===== config.mk =====
export PLATFORM = sky130hd
export DESIGN_NAME = dmem_arbiter
export DESIGN_NICKNAME = d
export VERILOG_FILES = /design/src/rtl/dmem_arbiter_pkg.sv /design/src/rtl/dmem_wrr_sel.sv /design/src/rtl/dmem_arbiter.sv
export SDC_FILE = /design/constraint.sdc
export NUM_CORES = 1
export LEC_CHECK = 0
export ABC_AREA = 1
export BUFFER_PORTS_ARGS = -buffer_cell sky130_fd_sc_hd__buf_4
export CORE_AREA = 2 2 120 122
export DETAILED_ROUTE_END_ITERATION = 6
export DIE_AREA = 0 0 122 124
export GPL_TIMING_DRIVEN = 1
export PLACE_DENSITY_LB_ADDON = 0.15
export SYNTH_ARGS = -nofsm -noshare
export SYNTH_HDL_FRONTEND = slang
export SYNTH_HIERARCHICAL = 1
export SYNTH_SLANG_ARGS = --single-unit

===== constraint.sdc =====
create_clock -name clk -period 3.44 [get_ports clk]
set_clock_uncertainty 0.15 [all_clocks]
set_input_delay 0.516 -clock clk [delete_from_list [all_inputs] [get_ports clk]]
set_output_delay 0.516 -clock clk [all_outputs]
set_load 0.005 [all_outputs]

===== src/rtl/dmem_arbiter_pkg.sv =====
// Shared types for the data-memory arbiter: bus widths, port identifiers
// and the request payload bundle.
package dmem_arbiter_pkg;

    typedef logic [31:0] u32_t;
    typedef logic [3:0]  wrstb_t;

    typedef enum logic {
        DMEM_PORT_CPU = 1'b0,
        DMEM_PORT_DMA = 1'b1
    } dmem_port_t;

    typedef struct packed {
        u32_t   addr;
        u32_t   wrdata;
        wrstb_t wrstb;
    } dmem_req_t;

    localparam logic [3:0] RUN_MAX = 4'hF;

    // An all-zero strobe pattern marks a read access.
    function automatic logic is_read(input wrstb_t stb);
        return stb == '0;
    endfunction

endpackage


===== src/rtl/dmem_wrr_sel.sv =====
// Weighted round-robin selection between a CPU and a DMA requester.
// Purely combinational; the caller owns the CPU run counter.
module dmem_wrr_sel
    import dmem_arbiter_pkg::*;
#(
    parameter int CPU_WEIGHT = 3
) (
    input  logic       en,
    input  logic       c_req,
    input  logic       d_req,
    input  logic [3:0] c_run,
    output logic [1:0] gnt,        // [0] = CPU, [1] = DMA
    output logic       contended
);

    localparam logic [3:0] WEIGHT = 4'(CPU_WEIGHT);

    // NOTE: every output gets a default before the branches so no latch is inferred.
    always_comb begin
        gnt       = 2'b00;
        contended = en & c_req & d_req;
        if (en) begin
            if (c_req && d_req) begin
                if (c_run < WEIGHT) gnt = 2'b01;
                else                gnt = 2'b10;
            end else if (c_req) begin
                gnt = 2'b01;
            end else if (d_req) begin
                gnt = 2'b10;
            end
        end
    end

endmodule


===== src/rtl/dmem_arbiter.sv =====
// Two-port DMEM arbiter: CPU memory stage (C) and DMA/debug master (D) share
// one single-ported data memory; read responses are steered back by port.
module dmem_arbiter
    import dmem_arbiter_pkg::*;
#(
    parameter int CPU_WEIGHT = 3
) (
    input  logic   clk,
    input  logic   rst,

    input  logic   c_req,
    input  u32_t   c_addr,
    input  u32_t   c_wrdata,
    input  wrstb_t c_wrstb,
    output logic   c_gnt,
    output logic   c_stall,
    output logic   c_rvalid,
    output u32_t   c_rddata,

    input  logic   d_req,
    input  u32_t   d_addr,
    input  u32_t   d_wrdata,
    input  wrstb_t d_wrstb,
    output logic   d_gnt,
    output logic   d_rvalid,
    output u32_t   d_rddata,

    output logic   dmem_en,
    output u32_t   dmem_addr,
    output u32_t   dmem_wrdata,
    output wrstb_t dmem_wrstb,
    input  u32_t   dmem_rddata
);

    logic [3:0] c_run_q, c_run_d;
    logic       rd_pend_q, rd_pend_d;
    dmem_port_t rd_port_q, rd_port_d;

    logic [1:0] gnt;
    logic       contended;
    dmem_req_t  c_bus, d_bus, sel_bus;

    assign c_bus = '{addr: c_addr, wrdata: c_wrdata, wrstb: c_wrstb};
    assign d_bus = '{addr: d_addr, wrdata: d_wrdata, wrstb: d_wrstb};

    // Grants are masked while reset is high so no access reaches DMEM.
    dmem_wrr_sel #(
        .CPU_WEIGHT (CPU_WEIGHT)
    ) u_sel (
        .en        (~rst),
        .c_req     (c_req),
        .d_req     (d_req),
        .c_run     (c_run_q),
        .gnt       (gnt),
        .contended (contended)
    );

    assign c_gnt   = gnt[0];
    assign d_gnt   = gnt[1];
    assign c_stall = c_req & ~c_gnt;

    always_comb begin
        sel_bus     = d_gnt ? d_bus : c_bus;
        dmem_en     = c_gnt | d_gnt;
        dmem_addr   = sel_bus.addr;
        dmem_wrdata = sel_bus.wrdata;
        dmem_wrstb  = dmem_en ? sel_bus.wrstb : '0;
    end

    always_comb begin
        c_run_d   = c_run_q;
        rd_pend_d = 1'b0;
        rd_port_d = rd_port_q;
        if (d_gnt) begin
            c_run_d = '0;
        end else if (c_gnt && contended && c_run_q != RUN_MAX) begin
            c_run_d = c_run_q + 4'd1;
        end
        if (dmem_en && is_read(sel_bus.wrstb)) begin
            rd_pend_d = 1'b1;
            rd_port_d = d_gnt ? DMEM_PORT_DMA : DMEM_PORT_CPU;
        end
    end

    // NOTE: state flops use non-blocking assignments; the asynchronous reset
    // drops any pending response immediately, not at the next edge.
    always_ff @(posedge clk or posedge rst) begin
        if (rst) begin
            c_run_q   <= '0;
            rd_pend_q <= 1'b0;
            rd_port_q <= DMEM_PORT_CPU;
        end else begin
            c_run_q   <= c_run_d;
            rd_pend_q <= rd_pend_d;
            rd_port_q <= rd_port_d;
        end
    end

    assign c_rvalid = rd_pend_q & (rd_port_q == DMEM_PORT_CPU);
    assign d_rvalid = rd_pend_q & (rd_port_q == DMEM_PORT_DMA);
    assign c_rddata = dmem_rddata;
    assign d_rddata = dmem_rddata;

endmodule


======== Word level (Yosys, flattened, before mapping) ========
Index checks and enable logic that the tools add are counted.
W data, S select, Z words.
operators by class
  $add $sub $neg .......................... 1
  magnitude comparators ................... 1
  eq/ne operators ......................... 1
  multiplexer cells ....................... 11
  bitwise operators ....................... 9
  reduce and logical (&&, ||, !) cells .... 6
operator list
  kind                   number
  $mux W68               1
  $mux W4                3
  $mux W2                5
  $and A1 B1 Y1          5
  $add A4 B1 Y4 const B  1
  $logic_and A1 B1 Y1    4
  $logic_not A4 Y1       1
  $lt A4 B2 Y1 const B   1
  $ne A4 B4 Y1 const B   1
  $not A1 Y1             3
  $mux W1                2
  $reduce_bool A2 Y1     1
  $or A1 B1 Y1           1
word-level totals
  register bits after elaboration ......... 6
  input port bits ......................... 172
  output and inout bits ................... 138

======== Logic depth before layout (Yosys ltp) ========
Gate-level depths: netlist of run 1.
  word-level depth ........................ 8
  depth in mapped cells ................... 13
  gate-level depth less buffers ........... 12

======== By module ========
The synthesis of run 1 kept the hierarchy.
modules (own cells, without submodules)
  module        times used  cells each  area each (µm²)  seq. area each (µm²)
  dmem_arbiter  1           334         1735.4           150.1
  dmem_wrr_sel  1           12          53.8             0.0

======== Worst setup path after synthesis of run 1 ========
No wires, ideal clock.
  path type ............................... input -> output
  start ................................... in rst
  end ..................................... out dmem_addr[0]
  arrival time ............................ 1512 ps
  required time ........................... 2774 ps
  slack ................................... 1262 ps
  stages on the path ...................... 10
  path through ............................ inv_1 > nand2_1 > inv_1 > nand2_1 > inv_1 > buf_6 > buf_4 > buf_4 > nand2_1 > nand2_1
on the way
  word-level cells in the longest chain between the ends .. 2
RTL lines
  item             RTL line            RTL
  start, declared  dmem_arbiter.sv:9   input logic rst,
  $mux W2          dmem_wrr_sel.sv:22  if (en) begin
  named net d_gnt  dmem_arbiter.sv:24  output logic d_gnt,
  $mux W68         dmem_arbiter.sv:63  sel_bus = d_gnt ? d_bus : c_bus;
  end, declared    dmem_arbiter.sv:29  output u32_t dmem_addr,
The timed path passes the listed nets, and every way through them passes these cells.

======== Worst setup path after layout of run 1 ========
  start ................................... in rst
  end ..................................... out dmem_wrstb[1]
on the way
  word-level cells in the longest chain between the ends .. 3
RTL lines
  item                                             RTL line                                RTL
  $mux W2 *                                        dmem_wrr_sel.sv:22
  $mux W68 / $or A1 B1 Y1 (equally long branches)  dmem_arbiter.sv:63, dmem_arbiter.sv:64
  $mux W4 *                                        dmem_arbiter.sv:67                      dmem_wrstb = dmem_en ? sel_bus.wrstb : '0;
  end, declared                                    dmem_arbiter.sv:31                      output wrstb_t dmem_wrstb,
Mark *: on every way between the ends. The rest lies on a longest branch, timed or not.

==> key figures, run 1 <==
STA
  – Fmax: 370.3 MHz
  – Measured slew at the worst slew-check pin: 0.4045 ns
  – # setup viols final: 0
  – Min Clock Period, post-route: 2.701 ns
  – RSZ-0062 raised after global routing: no
  – Tcrit/Tclk final: 0.7851
  – Hold Fails Final Rpt: 0
  – Slew Viols, Final: 0
  – Setup TNS: 0 ns
  – Setup ws final: 0.7394 ns
  – Slew HR: 0.7303

Flow run
  – Maxcap violations: 0

Die
  – Die W: 122 um
  – Die height: 124 um
  – IO Count: 310
  – Die area: 0.01513 mm^2
  – FP Rows: 43
  – Starting Density: 0.1304
  – Core Area: 0.01372 mm^2

Route
  – DRT Wirelength: 7801 um
  – Vias/cell: 3.656
  – First-pass iteration count of the detailed router: 4
  – Vias: 2431
  – Routed len/inst: 11.73 um
  – DR DRC count: 0
  – ANT nets after route: 0
  – Initial drt markers: 48

Power and ir drop
  – Pwr dens: 188.4 mW/mm^2
  – Pleak: 0.001919 uW
  – Power Total: 588.5 uW
  – Worst VDD drop: 0.1350 mV

Setup path
  – Slowest stage delay, CP: 0.33 ns
  – CP max-delay cell: buf_4
  – Worst-path cell chain: buf_4 -> inv_1 -> nand2_1 -> inv_1 -> nand2_1 -> inv_2 -> inv_6 -> buf_4 -> nand2_2 -> a21oi_1 -> buf_4
  – Startpoint Class: input pin
  – Worst Path Required: 2.77 ns
  – CP Capture Type: primary output
  – Bufs and invs on worst path: 7
  – Largest delay contributor family on the critical path: buffers and inverters
  – CP dominant cell by count: buf_4
  – WP data arrival: 2.03 ns
  – Critical path class: input pin to primary output
  – CP Max Fanout: 52

Layout
  – Commonest non-fill, non-tap cell in the layout: nand2_1
  – Final Non-Filler Cells: 665
  – Share of cells above drive strength 1: 0.4701
  – Synthesis-to-finish area growth: 74.55%
  – Diodes inserted: 0
  – Most frequent cells in the layout: nand2_1, buf_4, inv_1
  – Nets: 660

CTS
  – Number of post-CTS setup repair buffers: 0
  – Resize count post-CTS: 0
  – Hold-fix buffers at CTS: 0
  – Clock Path Buffers: 2
  – CTS Root Cell: clkbuf_16
  – Clk sinks: 6
  – H-tree depth: 1
  – CTS buffer count: 3
  – Clock Latency Late Sink: 0.22 ns
  – CTS tree: built
  – Clk slew on worst S/H paths: 0.03 ns

Global route
  – Global route total overflow: 0
  – Global-route wire length before repair: 10230 um
  – Total track usage: 0.08514
  – Initial antenna violation count: 0
  – Vias in the first global route: 2098
  – Largest net degree at the start of global routing: 72

Logic synthesis
  – Cell Area, Synth: 0.001789 mm^2
  – Area contributors post-synth: nand2_1, buf_4, dfrtp_1, buf_6, inv_1
  – Yosys warns: 6
  – Netlist cell types: 19
  – Post-Syn Instances: 346
  – Yosys top cell area share: 0.4573
  – Post-synthesis register bit count: 6
  – Syn avg cell area: 5.171 um^2
  – Register area share after synthesis: 0.08392
  – Most area-hungry cell type in the Yosys netlist: nand2_1
  – Net Count, Synth: 519

Place
  – PortBufs: 213
  – DP Worst Slack: 0.7037 ns
  – Gpl congestion: 0.7308
  – Cells after DPL: 662
  – DP HPWL: 6496 um

Worst hold path
  – Hold crit path type: input pin to async pin

Run status
  – Outcome: finished clean
## state kept, by name, summed over array words and instances (netlist names)
register   count
rd_port_q      1
c_run_q        4
rd_pend_q      1
## stage by stage
| step | hold slack, ns | area [um^2] | util |
|---|---|---|---|
| after floorplan | 0.1734 | 1789 | - |
| after global placement | 0.3233 | 3048 | 0.2222 |
| after detailed placement | 0.3310 | 3048 | 0.2222 |
| after CTS | 0.09818 | 3123 | 0.2276 |
| after global routing | 0.1113 | 3123 | 0.2276 |
| final | 0.08824 | 3123 | 0.2276 |
## final cells by class
cell class | instances | area, um^2
Fill cell | 1528 | 10600
Clock buffer | 3 | 75.07
Timing Repair Buffer | 215 | 1627
Inverter | 13 | 53.80
Tap cell | 180 | 225.2
Sequential cell | 6 | 150.1
Multi-Input combinational cell | 248 | 992.2
## cell families (layout without fill, tap and decap cells)
family,Yosys count,in the layout,share of synthesized area
adders and majority gates,1,1,0.006992
and+or+nand+nor,240,240,0.5245
AOI/OAI and AO/OA,7,7,0.02308
buffers and inverters,92,231,0.3615
DFF,6,6,0.08391
## where the power goes
part           switching, uW  internal, uW
combinational            123           204
clock                   34.3           149
sequential              3.92          74.9
## synthesized netlist by cell type
cell	number
a21oi_1	4
a21oi_2	1
buf_2	6
buf_4	69
buf_6	4
dfrtp_1	6
ha_1	1
inv_1	12
inv_6	1
nand2_1	218
nand2_2	2
nand2_4	1
nand3_1	6
nand4_1	3
nor2_1	6
nor2_2	3
o21ai_0	1
o21bai_1	1
or2_2	1
## final timing paths
path / cells past startpoint / startpoint / endpoint / slack, ns
setup / recovery: 11 / rst / dmem_wrstb[1] / 0.74
hold / removal: 2 / rst / rd_pend_q$_DFF_PP0_ / 0.09
max in group asynchronous: 2 / rst / c_run_q[3]$_DFFE_PP0P_ / 2.83
min in group clk: 2 / rd_port_q$_DFFE_PP0P_ / rd_port_q$_DFFE_PP0P_ / 0.35
hold reg to reg: 2 / rd_port_q$_DFFE_PP0P_ / rd_port_q$_DFFE_PP0P_ / 0.35
setup reg to reg: 11 / c_run_q[2]$_DFFE_PP0P_ / rd_port_q$_DFFE_PP0P_ / 1.39
## routing by layer
| layer | up-vias | global-route usage | share of wire |
|---|---|---|---|
| li1 | 1248 | - | - |
| met1 | 1013 | 0.07902 | 0.32 |
| met2 | 156 | 0.1746 | 0.52 |
| met3 | 14 | 0.03159 | 0.13 |
| met4 | 0 | 0.01868 | 0.016 |
| met5 | - | 0 | 0 |
## worst reg2reg max path, delay by kind of cell, from the launching register on
family	cells	cell delay (ns)
DFF	1	0.43
buffers and inverters	3	0.73
and+or+nand+nor	8	0.61
Note: power is estimated with default switching activity, not from simulation.
==> inputs of run 2 (changes only) <==
Settings changed: ABC_AREA 1 to 0.
Clock period 3.44 ns to 2.4 ns, I/O delays scaled along.
==> key figures, run 2 <==
Run status
  – Outcome: finished, violations left
  – Failing checks: setup timing

Logic synthesis
  – Most area-hungry cell type in the Yosys netlist: mux2_2
  – Post-synthesis register bit count: 6 (unchanged)
  – Area contributors post-synth: mux2_2, buf_4, mux2_4, dfrtp_1, buf_6
  – Ys flop type: dfrtp_1
  – Yosys warns: 6 (unchanged)
  – Net Count, Synth: 355 (-32%)
  – Post-Syn Instances: 182 (-47%)
  – Yosys top cell area share: 0.2858 (-0.1715)
  – Count leader, synth: buf_4
  – Netlist cell types: 31 (+12)
  – Post-synth EDFFs: 0 (unchanged)
  – FFs w/ async S/R, synth: 1.000 (unchanged)
  – Cell Area, Synth: 0.001773 mm^2 (-0.91%)
  – Syn avg cell area: 9.741 um^2 (+88%)
  – Register area share after synthesis: 0.08469 (+0.0007699)
  – Top post-synthesis cells by count: buf_4, mux2_2, mux2_4

Die
  – Die height: 124 um (unchanged)
  – Starting Density: 0.1292 (-0.001186)
  – Die area: 0.01513 mm^2 (unchanged)
  – IO Count: 310 (unchanged)
  – Core Area: 0.01372 mm^2 (unchanged)
  – FP Rows: 43 (unchanged)
  – Die W: 122 um (unchanged)

STA
  – Tcrit/Tclk final: 1.015
  – # setup viols final: 34 (+34)
  – RSZ-0062 raised after global routing: yes
  – Measured slew at the worst slew-check pin: 0.4116 ns (+0.007143 ns)
  – Setup ws final: -0.03641 ns (-0.7758 ns)
  – Min Clock Period, post-route: 2.436 ns
  – Slew Viols, Final: 0 (unchanged)
  – Fmax: 410.4 MHz
  – Hold Fails Final Rpt: 0 (unchanged)
  – Slew HR: 0.7230 (-0.007292)
  – Hold WS: 0.007716 ns (-0.08053 ns)

Layout
  – Share of cells above drive strength 1: 0.8832 (+0.4131)
  – Filler instances: 1504 (-1.6%)
  – Nets: 509 (-23%)
  – Biggest regs: c_run_q x4, rd_pend_q x1, rd_port_q x1
  – Synthesis-to-finish area growth: 84.62%
  – Max FFs per register: 4 (unchanged)
  – Biggest register: c_run_q
  – Most frequent cells in the layout: buf_4, mux2_2, mux2_4, dfrtp_1, buf_6
  – Multi-input combinational cell area: 0.001060 mm^2 (+6.8%)
  – Register area: 150.1 um^2 (unchanged)
  – Final instance area: 0.003273 mm^2 (+4.8%)
  – Commonest non-fill, non-tap cell in the layout: buf_4
  – Diodes inserted: 0 (unchanged)

CTS
  – Clk sinks: 6 (unchanged)
  – H-tree depth: 1 (unchanged)
  – Clk slew on worst S/H paths: 0.03 ns (about the same)
  – CTS Root Cell: clkbuf_16
  – Clock Latency Late Sink: 0.23 ns (about the same)
  – CTS tree: built
  – Clock Path Buffers: 2 (unchanged)
  – Hold-fix buffers at CTS: 0 (unchanged)
  – CTS buffer count: 3 (unchanged)

Setup path
  – CP Capture Type: primary output
  – Worst-path cell chain: a211o_1 -> o211a_4 -> buf_12 -> mux2_4 -> buf_6
  – Slowest stage delay, CP: 0.38 ns (+0.05 ns)
  – Critical path class: flop to primary output
  – CP Max Fanout: 36 (-31%)
  – Largest delay contributor family on the critical path: compound AO/OA/AOI/OAI gates
  – WP data arrival: 1.93 ns (-0.10 ns)
  – Worst Path Required: 1.89 ns (-0.88 ns)
  – Bufs and invs on worst path: 2 (-5)
  – CP max-delay cell: dfrtp_1
  – Reg2Reg Setup Slack: 0.35 ns (-1.04 ns)
  – Startpoint Class: flop

Power and ir drop
  – Worst VDD drop: 0.1756 mV (+30%)
  – Pleak: 0.001641 uW (-14%)
  – Pwr dens: 280.3 mW/mm^2 (+49%)

Route
  – First-pass iteration count of the detailed router: 4 (unchanged)
  – Initial drt markers: 76 (+58%)
  – Vias: 1847 (-24%)
  – ANT nets after route: 0 (unchanged)
  – Routed len/inst: 12.52 um (+6.8%)
  – Vias/cell: 3.593 (-1.7%)
  – DR DRC count: 0 (unchanged)
  – DRT Wirelength: 6437 um (-17%)

Place
  – DP HPWL: 5340 um (-18%)
  – PortBufs: 213 (unchanged)
  – Area after DPL: 0.003099 mm^2 (+1.7%)
  – Gpl congestion: 0.7463 (+2.1%)

Flow run
  – Maxcap violations: 0 (unchanged)

Global route
  – Initial antenna violation count: 0 (unchanged)
  – Global-route wire length before repair: 8811 um (-14%)
  – Vias in the first global route: 1850 (-12%)
  – Total track usage: 0.07305 (-0.01209)
  – Global route total overflow: 0 (unchanged)
  – Largest net degree at the start of global routing: 37 (-49%)

Worst hold path
  – Hold crit path type: input pin to async pin
-- run 2: cell count changes in the layout (fill, tap and decap cells not counted), moves of 5 or more --
cell and delta:
a22o_1 +5, buf_6 +6, nand2_1 -214, mux2_2 +45
mux2_4 +20, inv_1 -8, nor2_1 -5, nand3_1 -5
-- run 2: layer usage --
metal,global-route usage,vias up,share of wire
met1,0.08088,825,0.35
met5,0,-,0
met4,0.02083,0,0.012
met2,0.1344,132,0.53
li1,-,878,-
met3,0.02244,12,0.10
-- run 2: stage by stage --
stage | TNS, ns | total power (uW) | instances | util | worst slack [ns]
floorplan | 0 | 376.1 | 182 | - | 0.2702
global placement | 0 | 632.5 | 506 | 0.2259 | 0.1630
detailed placement | 0 | 631.1 | 506 | 0.2259 | 0.1453
CTS | -0.4516 | 923.5 | 512 | 0.2359 | -0.03997
global route | -3.376 | 971.6 | 514 | 0.2386 | -0.1060
finish | -0.6896 | 917.5 | 514 | 0.2386 | -0.03641
-- run 2: cell type report --
class                           count  share of cell area
Multi-Input combinational cell    100              0.3238
Inverter                            3            0.003440
Timing Repair Buffer              222              0.5352
Tap cell                          180             0.06881
Sequential cell                     6             0.04587
Clock buffer                        3             0.02294
-- run 2: repair_timing --
| action | in CTS | in global routing |
|---|---|---|
| setup endpoints to repair | 19 | 52 |
| buffers inserted | 2 | 1 |
| gates cloned | 1 | 1 |
| pin swaps | 1 | 0 |
| resized for setup | 7 | 1 |
-- run 2: power breakdown --
group          internal [uW]  switching, uW  total, uW
registers                109           5.79        115
logic                    381            151        532
clock network            214           57.3        271
-- run 2: worst reg2reg max path, stage by stage (launching register included) --
cell and delay, ns:
dfrtp_1 0.38, a211o_1 0.33, a21oi_1 0.35, nand2_2 0.13, a31oi_2 0.23, mux2_2 0.36
-- run 2: kinds of logic after synthesis --
group                      after synthesis  synth area share
buffers and inverters                   76            0.3225
AOI/OAI and AO/OA                       11           0.05293
muxes                                   66            0.4608
adders and majority gates                1          0.007056
DFF                                      6           0.08468
and+or+nand+nor                         22           0.07199
-- run 2: final timing paths --
path	from	to	depth (start not counted)
setup / recovery	c_run_q[0]$_DFFE_PP0P_	dmem_addr[28]	5
hold / removal	rst	c_run_q[3]$_DFFE_PP0P_	3
setup reg to reg	c_run_q[0]$_DFFE_PP0P_	c_run_q[0]$_DFFE_PP0P_	5
hold reg to reg	rd_port_q$_DFFE_PP0P_	rd_port_q$_DFFE_PP0P_	1
max in group asynchronous	rst	rd_port_q$_DFFE_PP0P_	3
min in group clk	d_wrstb[0]	rd_pend_q$_DFF_PP0_	4
==> inputs of run 3 (changes only) <==
Settings changed: BUFFER_PORTS_ARGS -buffer_cell sky130_fd_sc_hd__buf_4 to default, CORE_AREA 2 2 120 122 to 2 2 121 123, DIE_AREA 0 0 122 124 to 0 0 123 125, DONT_BUFFER_PORTS from default to 1.
==> key figures, run 3 (synthesis gave the netlist of run 2 again) <==
CTS
  – Number of post-CTS setup repair buffers: 0 (-2)
  – Resize count post-CTS: 0 (-7)
  – CTS Root Cell: clkbuf_16
  – Clk sinks: 6 (unchanged)
  – Clock Latency Late Sink: 0.23 ns (about the same)
  – CTS tree: built
  – CTS buffer count: 3 (unchanged)
  – H-tree depth: 1 (unchanged)
  – Clock Path Buffers: 2 (unchanged)
  – Clk slew on worst S/H paths: 0.03 ns (about the same)

Place
  – PortBufs: 0 (-100%)
  – DP HPWL: 5083 um (-4.8%)
  – Gpl congestion: 0.7387 (-1.0%)
  – Area after DPL: 0.001505 mm^2 (-51%)
  – Cells after DPL: 297 (-41%)

Layout
  – Nets: 293 (-42%)
  – Filler instances: 1643 (+9.2%)
  – Register area: 150.1 um^2 (unchanged)
  – Final Util: 0.1127 (-0.1259)
  – Diodes inserted: 0 (unchanged)
  – Max FFs per register: 4 (unchanged)
  – Multi-input combinational cell area: 0.001059 mm^2 (-0.12%)
  – Biggest register: c_run_q
  – Share of cells above drive strength 1: 0.6441 (-0.2392)
  – Final Non-Filler Cells: 302 (-41%)
  – Biggest regs: c_run_q x4, rd_pend_q x1, rd_port_q x1
  – Final instance area: 0.001600 mm^2 (-51%)
  – Synthesis-to-finish area growth: -9.739%
  – Most frequent cells in the layout: mux2_2, mux2_4, dfrtp_1, a22o_1, nand2_1
  – Commonest non-fill, non-tap cell in the layout: mux2_2

STA
  – Slew Viols, Final: 0 (unchanged)
  – Measured slew at the worst slew-check pin: 0.3900 ns (-0.02165 ns)
  – RSZ-0062 raised after global routing: no
  – Setup TNS: 0 ns (+0.6896 ns)
  – Slew HR: 0.7376 (+0.01456)
  – # setup viols final: 0 (-100%)
  – Tcrit/Tclk final: 0.9651 (-0.05007)
  – Fmax: 431.7 MHz (+5.2%)
  – Min Clock Period, post-route: 2.316 ns (-0.1202 ns)
  – Hold Fails Final Rpt: 0 (unchanged)

Global route
  – Global route total overflow: 0 (unchanged)
  – Initial antenna violation count: 1 (+1)
  – Largest net degree at the start of global routing: 42 (+14%)
  – Total track usage: 0.06755 (-0.005496)
  – Global-route wire length before repair: 7348 um (-17%)
  – Vias in the first global route: 1052 (-43%)

Die
  – FP Rows: 44 (+2.3%)
  – Core Area: 0.01420 mm^2 (+3.5%)
  – Starting Density: 0.1248 (-0.004406)
  – Die W: 123 um (+0.82%)
  – IO Count: 310 (unchanged)
  – Die area: 0.01538 mm^2 (+1.6%)
  – Die height: 125 um (+0.81%)

Route
  – DRT Wirelength: 5715 um (-11%)
  – Vias/cell: 3.490 (-2.9%)
  – First-pass iteration count of the detailed router: 4 (unchanged)
  – ANT nets after route: 0 (unchanged)
  – Vias: 1054 (-43%)
  – Initial drt markers: 31 (-59%)
  – Routed len/inst: 18.92 um (+51%)
  – DR DRC count: 0 (unchanged)

Setup path
  – CP Capture Type: primary output
  – Slowest stage delay, CP: 0.40 ns (+0.02 ns)
  – CP max-delay cell: dfrtp_1
  – Largest delay contributor family on the critical path: compound AO/OA/AOI/OAI gates
  – Critical path class: flop to primary output
  – Worst Path Required: 1.89 ns (about the same)
  – Worst-path cell chain: a211o_1 -> o211a_4 -> buf_12 -> mux2_4
  – Startpoint Class: flop
  – WP data arrival: 1.81 ns (-0.12 ns)
  – Bufs and invs on worst path: 1 (-1)
  – CP Max Fanout: 35 (-2.8%)

Power and ir drop
  – Pleak: 0.0005759 uW (-65%)
  – Worst VDD drop: 0.1561 mV (-11%)
  – Pwr dens: 368.5 mW/mm^2 (+31%)

Worst hold path
  – Hold crit path type: input pin to flop

Flow run
  – Maxcap violations: 0 (unchanged)

Run status
  – Outcome: finished clean
-- run 3: cell count changes in the layout (fill, tap and decap cells not counted), sizes merged --
cell / before / now
dlygate4sd3: 0 / 2
clkbuf: 4 / 3
buf: 221 / 4
-- run 3: path summary, 6_finish.rpt --
path | startpoint | endpoint | slack, ns | cells after the start
max | c_run_q[1]$_DFFE_PP0P_ | dmem_addr[12] | 0.08 | 4
min | d_wrstb[3] | rd_pend_q$_DFF_PP0_ | 0.17 | 3
max reg2reg | c_run_q[1]$_DFFE_PP0P_ | c_run_q[0]$_DFFE_PP0P_ | 0.34 | 5
min reg2reg | rd_port_q$_DFFE_PP0P_ | rd_port_q$_DFFE_PP0P_ | 0.40 | 1
max in group asynchronous | rst | rd_port_q$_DFFE_PP0P_ | 1.52 | 3
min in group asynchronous | rst | c_run_q[1]$_DFFE_PP0P_ | 0.37 | 2
-- run 3: routing by layer --
metal,vias up,global-route usage,share of wire
met5,-,0,0
met4,0,0.02340,0.021
met3,19,0.03422,0.12
met2,119,0.1118,0.51
met1,472,0.07405,0.35
li1,444,-,-
-- run 3: per-stage QoR --
stage                     hold WS [ns]  setup WS (ns)  total power (uW)
after floorplan                0.02251         0.2702             376.1
after global placement         0.03277         0.3285             328.9
after detailed placement       0.02235         0.3301             326.1
after CTS                       0.1785        0.07204             603.4
after global routing            0.1983        0.02412             623.0
final                           0.1738        0.08375             589.7
-- run 3: timing repair --
item / CTS / global route
endpoints found under the hold margin: 2 / 0
hold buffers: 2 / 0
setup endpoints to repair: 0 / 0
-- run 3: area by class of cell --
class                      instances  share of cell area
clock buffer                       3             0.04691
inverter                           3            0.007037
multi-input combinational        100              0.6615
sequential                         6             0.09382
tap                              184              0.1439
timing repair buffer               6             0.04691
-- run 3: report_power, final --
group	total [uW]	switching, uW	internal, uW
clock network	266	52.5	213
registers	117	7.60	109
logic	207	91.1	116
total	590	151	438
-- run 3: worst min-delay path: cells and delay by family --
kind,cells,cell delay [ns]
and+or+nand+nor,3,0.15
